[src/rtl/handshake_fifo_arbiter_if.sv]
// Handshake bundle between the requesters, the arbiter and the shared FIFO write port.
// OutputTag is present only when HANDSHAKE_FIFO_ARBITER_TAG_EN is defined.
interface handshake_fifo_arbiter_if #(
    parameter int WIDTH = 32,
    parameter int PORTS = 4
);
    logic [PORTS-1:0]       InputREQ;
    logic [PORTS-1:0]       InputACK;
    logic [PORTS*WIDTH-1:0] InputData;
    logic                   OutputREQ;
    logic                   OutputACK;
    logic [WIDTH-1:0]       OutputData;

`ifdef HANDSHAKE_FIFO_ARBITER_TAG_EN
    logic [$clog2(PORTS)-1:0] OutputTag;

    // master is the arbiter; slave is the requesters plus the FIFO write port
    modport master (
        input  InputREQ, InputData, OutputACK,
        output InputACK, OutputREQ, OutputData, OutputTag
    );
    modport slave (
        output InputREQ, InputData, OutputACK,
        input  InputACK, OutputREQ, OutputData, OutputTag
    );
`else
    // master is the arbiter; slave is the requesters plus the FIFO write port
    modport master (
        input  InputREQ, InputData, OutputACK,
        output InputACK, OutputREQ, OutputData
    );
    modport slave (
        output InputREQ, InputData, OutputACK,
        input  InputACK, OutputREQ, OutputData
    );
`endif
endinterface

[src/rtl/handshake_fifo_arbiter.sv]
// Round-robin burst arbiter merging PORTS valid/ack requesters into one registered FIFO write port.
// Define HANDSHAKE_FIFO_ARBITER_TAG_EN to add OutputTag (source port index) beside OutputData.
module handshake_fifo_arbiter #(
    parameter int WIDTH     = 32,
    parameter int PORTS     = 4,
    parameter int BURST_MAX = 4
) (
    input  logic clk,
    input  logic clk_en,
    input  logic sync_rst,
    handshake_fifo_arbiter_if.master bus
);
    localparam int                PTR_W     = $clog2(PORTS);
    localparam logic [PTR_W:0]    PORTS_EXT = (PTR_W+1)'(PORTS);
    localparam logic [PTR_W-1:0]  LAST_PORT = PTR_W'(PORTS-1);
    localparam logic [8:0]        BURST_EXT = 9'(BURST_MAX);

    typedef enum logic {IDLE = 1'b0, LOCKED = 1'b1} state_t;

    state_t           state, stateNext;
    logic [PTR_W-1:0] Pointer, LockPort;
    logic [7:0]       Count;
    logic [PTR_W-1:0] idleGrant, grant;
    logic             idleFound, grantValid, lockReq, burstDone;
    logic             canLoad, inXfer, outXfer;
    logic [WIDTH-1:0] grantData;
    logic             outReq;
    logic [WIDTH-1:0] outData;

    function automatic logic [PTR_W-1:0] nextPort(input logic [PTR_W-1:0] p);
        return (p == LAST_PORT) ? '0 : p + PTR_W'(1);
    endfunction

    // Cyclic search for the first requester at or above Pointer.
    always_comb begin
        logic [PTR_W:0] idx;
        idleFound = 1'b0;
        idleGrant = '0;
        idx       = '0;
        for (int k = 0; k < PORTS; k++) begin
            // NOTE: blocking assignments in combinational logic; idx is scratch reused each iteration.
            idx = {1'b0, Pointer} + (PTR_W+1)'(k);
            if (idx >= PORTS_EXT) idx = idx - PORTS_EXT;
            if (!idleFound && bus.InputREQ[idx[PTR_W-1:0]]) begin
                idleFound = 1'b1;
                idleGrant = idx[PTR_W-1:0];
            end
        end
    end

    assign lockReq   = bus.InputREQ[LockPort];
    assign burstDone = ({1'b0, Count} + 9'd1) == BURST_EXT;
    assign canLoad   = ~outReq | bus.OutputACK;
    assign inXfer    = |bus.InputACK;
    assign outXfer   = clk_en & outReq & bus.OutputACK;

    // NOTE: sync_rst is tested ahead of clk_en so reset lands even while the clock is gated.
    always_ff @(posedge clk) begin
        if (sync_rst)    state <= IDLE;
        else if (clk_en) state <= stateNext;
    end

    always_comb begin
        stateNext = state;
        case (state)
            IDLE:    if (inXfer && BURST_MAX != 1) stateNext = LOCKED;
            LOCKED:  if (!lockReq || (inXfer && burstDone)) stateNext = IDLE;
            default: stateNext = IDLE;
        endcase
    end

    // NOTE: every output gets a default first so no path through this block infers a latch.
    always_comb begin
        grant        = idleGrant;
        grantValid   = idleFound;
        bus.InputACK = '0;
        if (state == LOCKED) begin
            grant      = LockPort;
            grantValid = lockReq;
        end
        if (clk_en && !sync_rst && canLoad && grantValid) bus.InputACK[grant] = 1'b1;
    end

    always_comb begin
        grantData = '0;
        for (int i = 0; i < PORTS; i++)
            if (grant == PTR_W'(i)) grantData = bus.InputData[i*WIDTH +: WIDTH];
    end

    always_ff @(posedge clk) begin
        if (sync_rst) begin
            Pointer  <= '0;
            LockPort <= '0;
            Count    <= '0;
        end else if (clk_en) begin
            if (state == IDLE) begin
                if (inXfer) begin
                    if (BURST_MAX == 1) begin
                        Pointer <= nextPort(grant);
                    end else begin
                        LockPort <= grant;
                        Count    <= 8'd1;
                    end
                end
            end else begin
                if (inXfer) Count <= Count + 8'd1;
                // Released either by the requester dropping out or by reaching the burst limit.
                if (!lockReq || (inXfer && burstDone)) Pointer <= nextPort(LockPort);
            end
        end
    end

    // A new word overrides a simultaneous drain so the stage can stream one word per cycle.
    always_ff @(posedge clk) begin
        if (sync_rst) begin
            outReq  <= 1'b0;
            outData <= '0;
        end else if (inXfer) begin
            outReq  <= 1'b1;
            outData <= grantData;
        end else if (outXfer) begin
            outReq  <= 1'b0;
        end
    end

    assign bus.OutputREQ  = outReq;
    assign bus.OutputData = outData;

`ifdef HANDSHAKE_FIFO_ARBITER_TAG_EN
    logic [PTR_W-1:0] outTag;

    always_ff @(posedge clk) begin
        if (sync_rst)    outTag <= '0;
        else if (inXfer) outTag <= grant;
    end

    assign bus.OutputTag = outTag;
`endif
endmodule

[src/flat_wrapper.sv]
// flat-port wrapper written by rule: the top's interface ports become plain ports
module handshake_fifo_arbiter_flat 
#(
    parameter int WIDTH     = 32,
    parameter int PORTS     = 4,
    parameter int BURST_MAX = 4
)
  (clk, clk_en, sync_rst, bus_InputREQ, bus_InputData, bus_OutputACK, bus_InputACK, bus_OutputREQ, bus_OutputData);
  handshake_fifo_arbiter_if #(.WIDTH(WIDTH), .PORTS(PORTS)) bus_i ();
  input  logic clk;
  input  logic clk_en;
  input  logic sync_rst;
  input wire logic [$bits(bus_i.InputREQ)-1:0] bus_InputREQ;
  input wire logic [$bits(bus_i.InputData)-1:0] bus_InputData;
  input wire logic [$bits(bus_i.OutputACK)-1:0] bus_OutputACK;
  output wire logic [$bits(bus_i.InputACK)-1:0] bus_InputACK;
  output wire logic [$bits(bus_i.OutputREQ)-1:0] bus_OutputREQ;
  output wire logic [$bits(bus_i.OutputData)-1:0] bus_OutputData;
  assign bus_i.InputREQ = bus_InputREQ;
  assign bus_i.InputData = bus_InputData;
  assign bus_i.OutputACK = bus_OutputACK;
  assign bus_InputACK = bus_i.InputACK;
  assign bus_OutputREQ = bus_i.OutputREQ;
  assign bus_OutputData = bus_i.OutputData;
  handshake_fifo_arbiter #(.WIDTH(WIDTH), .PORTS(PORTS), .BURST_MAX(BURST_MAX)) u_core (.clk(clk), .clk_en(clk_en), .sync_rst(sync_rst), .bus(bus_i));
endmodule
[config.mk]
export PLATFORM = sky130hd
export DESIGN_NAME = handshake_fifo_arbiter_flat
export DESIGN_NICKNAME = d
export VERILOG_FILES = /design/src/rtl/handshake_fifo_arbiter_if.sv /design/src/rtl/handshake_fifo_arbiter.sv /design/src/flat_wrapper.sv
export SDC_FILE = /design/constraint.sdc
export NUM_CORES = 1
export LEC_CHECK = 0
export BUFFER_PORTS_ARGS = -buffer_cell sky130_fd_sc_hd__buf_2
export CAP_MARGIN = 20
export CORE_UTILIZATION = 40
export DETAILED_ROUTE_END_ITERATION = 10
export PLACE_DENSITY = 0.76
export SETUP_SLACK_MARGIN = 0.2
export SYNTH_ARGS = -nofsm -noshare
export SYNTH_HDL_FRONTEND = slang
export SYNTH_SLANG_ARGS = --single-unit
[constraint.sdc]
create_clock -name clk -period 3.4 [get_ports clk]
set_input_delay 0.34 -clock clk [delete_from_list [all_inputs] [get_ports clk]]
set_output_delay 0.34 -clock clk [all_outputs]
set_load 0.01 [all_outputs]
=== Word-level counts from Yosys, hierarchy flattened ===
Index checks and enable logic that the tools add are counted.

* Add/subtract/negate cells: 10
* $lt $le $gt $ge: 11
* Equal/unequal tests: 5
* Multiplexer cells: 40
* Bitwise gates (word level): 5
* Reduce and logical (&&, ||, !) cells: 20

{| class="wikitable"
|+ Operators by type and width
! operator !! count
|-
| 2-to-1 mux 32 bit || 4
|-
| 2-to-1 mux 8 bit || 3
|-
| 2-to-1 mux 2 bit || 10
|-
| less-than comparator 2 x 3 -> 1 bit, second input constant || 6
|-
| 2-to-1 mux 1 bit || 15
|-
| binary-select mux 1 bit (select 2 bit) || 5
|-
| adder 8 x 1 -> 9 bit, second input constant || 1
|-
| equality test 9 x 3 -> 1 bit, second input constant || 1
|-
| >= comparator 3 bit, second input constant || 3
|-
| adder 8 x 1 -> 8 bit, second input constant || 1
|-
| logical AND 1 bit || 8
|-
| subtractor 2 x 1 -> 2 bit, second input constant || 4
|-
| adder 2 x 2 -> 3 bit, second input constant || 2
|-
| equality test 2 bit, second input constant || 3
|-
| AND reduction 3 bit || 2
|-
| zero test 1 bit || 5
|-
| 2-to-1 mux 4 bit || 1
|-
| OR reduction 4 bit || 1
|-
| adder 2 x 1 -> 3 bit, second input constant || 1
|-
| >= comparator 2 x 3 -> 1 bit, second input constant || 1
|-
| adder 2 x 1 -> 2 bit, second input constant || 1
|-
| bitwise AND 1 bit || 2
|-
| demux 1 bit (select 2 bit) || 1
|-
| equality test 2 x 1 -> 1 bit, second input constant || 1
|-
| 8 further kinds || 9
|}

* Register bits: 46
* Bits of input ports: 136
* Output and inout bits: 37
* Logic and storage cells: 97

=== Depth between registers and ports, before layout ===
* Word-level depth: 25
* Gate-level depth with buffers: 9
* Depth with buffers taken out: 6

=== Worst setup path after synthesis ===
No wires, ideal clock.

* Path type: reg2out
* Start point: register u_core.LockPort[0]
* End point: output bus_InputACK[2]
* Arrival time: 1.820 ns
* Data required time: 3.060 ns
* Setup slack: 1.240 ns
* Cell stages (with the launch flop): 7
* Buffers on the path: 2
* Cells stage by stage: dfxtp_1 -> mux4_1 -> o21a_2 -> and2_1 -> buf_2 -> buf_6 -> and3_1

* Cells in the longest elaborated chain, start to end: 6
* Elaborated cells between the ends (all ways): 11
* Those cells by class: order compare: 2; mux: 7; reduce/logical: 2

{| class="wikitable"
|+ RTL lines
! what !! RTL line !! RTL
|-
| from (decl) || handshake_fifo_arbiter.sv:21 || <nowiki>logic [PTR_W-1:0] Pointer, LockPort;</nowiki>
|-
| from (signal assigned) || handshake_fifo_arbiter.sv:101 || <nowiki>LockPort <= grant;</nowiki>
|-
| 2-to-1 mux 2 bit || handshake_fifo_arbiter.sv:77 || <nowiki>if (state == LOCKED) begin</nowiki>
|-
| less-than comparator 2 x 3 -> 1 bit (implied by the code) / >= comparator 2 x 1 -> 1 bit (equally long branches) || handshake_fifo_arbiter.sv:81 || <nowiki>if (clk_en && !sync_rst && canLoad && grantValid) bus.InputACK[grant] = 1'b1;</nowiki>
|-
| logical AND 1 bit (implied by the code) || handshake_fifo_arbiter.sv:81 ||
|-
| 2-to-1 mux 1 bit (implied by the code) || handshake_fifo_arbiter.sv:81 ||
|-
| demux 1 bit (select 2 bit) || -- ||
|-
| 2-to-1 mux 4 bit * || handshake_fifo_arbiter.sv:81 ||
|-
| to (decl) || flat_wrapper.sv:16 || <nowiki>output wire logic [$bits(bus_i.InputACK)-1:0] bus_InputACK;</nowiki>
|}

Mark *: on every way between the ends. The rest lies on a longest branch, timed or not. The select of a mux whose other input is x is not followed.

=== Worst setup path in the final report ===
Same ends and word-level chain as after synthesis.

==> metrics.md <==
| Metric | Value |
|---|---|
| Status | `finished clean` |
| Post-CTS Setup Bufs | `0` |
| GRT Overall Usage | `0.202` |
| Worst min-delay path class | `input port to flop` |
| Register area | `921 sq um` |
| R2r startpoint | `u_core.Pointer[0]$_SDFFE_PP0P_` |
| Final setup fails | `0` |
| Crit path max-delay family | `multiplexers` |
| DR vias | `3145` |
| Reg power frac | `0.399` |
| Die width | `92.0 um` |
| CTS tree | `yes` |
| Via/cell ratio | `5.27` |
| Drc violations | `0` |
| Peak VDD IR | `0.000188 V` |
| First-pass GRT wire length | `about 14000 um` |
| Post-Synthesis Cell Area | `3240 sq um` |
| Switching Share | `0.308` |
| Crit path cell chain | `mux4_1, o21a_2, and2_1, and3_1, buf_2` |
| Final ANT Viol Nets | `0` |
| Fmax | `354 MHz` |
| Cell variety after synth | `51` |
| Post-Route WL | `8630 um` |
| FF-to-FF path depth | `7` |
| DP HPWL | `6590 um` |
| Async SR Flop Fraction | `0` |
| Port bufs | `172` |
| Max Buffers Root-to-Sink | `2` |
| Largest net degree at the start of global routing | `42` |
| Pwr per Cell Area | `around 380 nW/um^2` |
| Initial Utilization | `0.417` |
| Sink Count | `46` |
| Num CTS Buffers | `5` |
| Worst Path Arrival | `2.49 ns` |
| TritonRoute pass-1 iters | `4` |
| Least-Margin Pin Slew | `~1.0 ns` |
| Number of cells in the finished layout apart from fillers | `597` |
| Cell-internal power | `roughly 0.0011 W` |
| Setup TNS | `0 ns` |
| Initial antenna violation count | `0` |
| Worst path slowest cell | `mux4_1` |
| CP Capture Type | `primary output` |
| Synth Instances | `336` |
| Top cells by count, synth | `mux2i_1, dfxtp_1, o21ai_1, mux2_2, nand3b_1` |
| Headroom to the max-slew limit | `0.307` |
| RSZ-0062 raised after global routing | `false` |
| Antenna diodes | `0` |
| # placed instances | `589` |
| Share of cells above drive strength 1 | `0.457` |
| Die area | `8460 sq um` |
| Area growth, synth to finish | `28.6%` |
| Die height | `92.0 um` |
| DR WL/cell | `approximately 14 um` |
| Fin util | `0.536` |
| Critical path buffer and inverter count | `1` |
| Worst reg2reg setup slack | `0.89 ns` |
| Core region area | `7770 sq um` |
| Max H-tree Level | `2` |
| GPL Wtd Cong | `slightly above 0.9` |
| Clock Pin Slew Worst Setup and Hold Paths | `0.10 ns` |
| Top post-synthesis cells by area | `dfxtp_1, mux2i_1, mux2_2` |
| CP Depth | `5` |
| Max Clock Skew | `~0.013 ns` |
| Number of global-route vias before repair | `3124` |
| Critical Path RT | `3.06 ns` |
| Combinational share of power | `0.337` |
| Avg Inst Size Synth | `9.64 sq um` |
| Yosys warns | `0` |
| WS Path Type | `flop to primary output` |
| Post-synth EDFFs | `0` |
| Post-CTS sizing | `0` |
| Skew-Pair Late Insertion Delay | `around 0.30 ns` |
| FF+latch count, synth | `46` |
| MaxCap Viol Count | `0` |
| Hold Vio Cnt, Final | `0` |
| Maximum fanout count along the critical path | `17` |
| Nets | `632` |
| Synth area leader | `dfxtp_1` |
| Min Tclk post-route | `2.83 ns` |
| Clock root buffer | `clkbuf_8` |
| Worst Setup EP | `bus_InputACK[2]` |
| Syn nets | `474` |
| Clk pwr share | `0.264` |
| RR Endpoint | `u_core.bus.OutputData[14]$_SDFFE_PP0P_` |
| Max incr delay on CP | `0.66 ns` |
| Seq/Total Area, Yosys | `0.284` |
| Starting DRT DRC Count | `81` |
| Sw Pwr | `0.000485 W` |
| Synth Flop Type | `dfxtp_1` |
| FILL cells | `742` |
| Top cell type's share of synthesized area | `0.284` |
| CTS Hold Bufs | `0` |
| Pins over their slew limit | `0` |
| Multi-input gate area | `2070 sq um` |
| Ports | `around 170` |
| Lkg Pwr | `1.88 nW` |
| Final Cycle Share | `0.832` |
| Row cnt | `32` |
| Remaining Overflow, GRT | `0` |
| Count leader, synth | `mux2i_1` |
| Startpoint Class | `flop` |
| Crit path from | `u_core.LockPort[0]$_SDFFE_PP0P_` |
==> state kept, by name (all words and copies together) (netlist names) <==
name / flops
u_core.bus.OutputData: 32
u_core.Count: 8
u_core.LockPort: 2
u_core.Pointer: 2
u_core.bus.OutputREQ: 1
u_core.state: 1
==> tightest hold or removal path, cell delays in order <==
cell	delay, ns
buf_2	0.09
nand2_1	0.05
nand2_1	0.06
a21oi_1	0.05
==> kinds of logic (layout without fill, tap and decap cells) <==
kind of cell             Yosys count  in the layout  synth area share
AO/OA/AOI/OAI                     61             61             0.118
XOR/XNOR                           6              6            0.0162
flip-flops                        46             46             0.284
buffers and inverters             31            190            0.0800
adder cells (fa/ha/maj)            2              2           0.00773
multiplexers                      88             88             0.293
AND/OR/NAND/NOR                  102            102             0.201
==> cell usage in the layout (no fill, tap or decap), types with 2 or more instances in the layout <==
cell / netlist / layout
mux2i_1: 59 / 59
nor2b_2: 2 / 2
nor3_1: 5 / 5
a31oi_1: 2 / 2
mux2_2: 27 / 27
nand4_1: 6 / 6
nand2_1: 8 / 7
and2_1: 5 / 5
nand3b_1: 27 / 27
o21a_1: 2 / 2
nor2b_1: 2 / 2
and3_1: 3 / 3
buf_2: 11 / 172
nor2_1: 14 / 14
or4_1: 2 / 2
a211o_1: 5 / 5
a21oi_1: 3 / 3
nor3b_1: 12 / 12
xor2_1: 6 / 6
dfxtp_1: 46 / 46
o21ai_0: 2 / 2
nand2b_1: 3 / 3
o21ai_1: 34 / 34
nand3_1: 6 / 6
mux4_1: 2 / 2
clkbuf_8: 0 / 5
ha_1: 2 / 2
inv_1: 4 / 4
buf_4: 2 / 4
==> worst min-delay path by stage <==
stage	start	to	slack (ns)	cells past startpoint
after floorplan	u_core.Count[1]$_SDFFE_PP0P_	u_core.Count[1]$_SDFFE_PP0P_	0.46	2
after global placement	u_core.bus.OutputREQ$_SDFFE_PP0P_	u_core.bus.OutputREQ$_SDFFE_PP0P_	0.45	2
after detailed placement	u_core.bus.OutputData[3]$_SDFFE_PP0P_	u_core.bus.OutputData[3]$_SDFFE_PP0P_	0.46	2
after CTS	bus_OutputACK	u_core.bus.OutputREQ$_SDFFE_PP0P_	0.32	4
after global routing	bus_OutputACK	u_core.bus.OutputREQ$_SDFFE_PP0P_	0.34	4
final	bus_OutputACK	u_core.bus.OutputREQ$_SDFFE_PP0P_	0.32	4
==> cell type report <==
cell class,instances,share of cell area
Clock buffer,5,0.0165
Sequential cell,46,0.221
Multi-Input combinational cell,259,0.498
Inverter,5,0.00451
Timing Repair Buffer,177,0.219
Tap cell,102,0.0306
Clock inverter,3,0.0105
==> per-stage QoR <==
stage	hold slack, ns	total power, W	setup WS [ns]	cell area [sq um]
finish	0.324	0.00157	0.571	4170
global route	0.336	0.00167	0.350	4170
CTS	0.318	0.00160	0.561	4170
detailed placement	0.463	0.00118	0.806	4050
global placement	0.455	0.00116	0.917	4050
floorplan	0.460	0.00103	1.24	3240
==> layer usage <==
layer / GRT usage / routed length (um) / vias up
met4: 0.0599 / 167 / 0
met2: 0.377 / 4440 / 119
met1: 0.236 / 3470 / 1451
li1: - / - / 1558
met3: 0.0282 / 553 / 17
met5: 0 / 0 / -
==> power groups by stage <==
| stage | registers, W | clock network (W) | logic (W) |
|---|---|---|---|
| final | 0.000629 | 0.000415 | 0.000530 |
| after global routing | 0.000637 | 0.000452 | 0.000579 |
| after CTS | 0.000629 | 0.000430 | 0.000537 |
| after detailed placement | 0.000641 | 0 | 0.000536 |
| after global placement | 0.000639 | 0 | 0.000520 |
| after floorplan | 0.000657 | 0 | 0.000368 |
(Power assumes the default switching activity.)
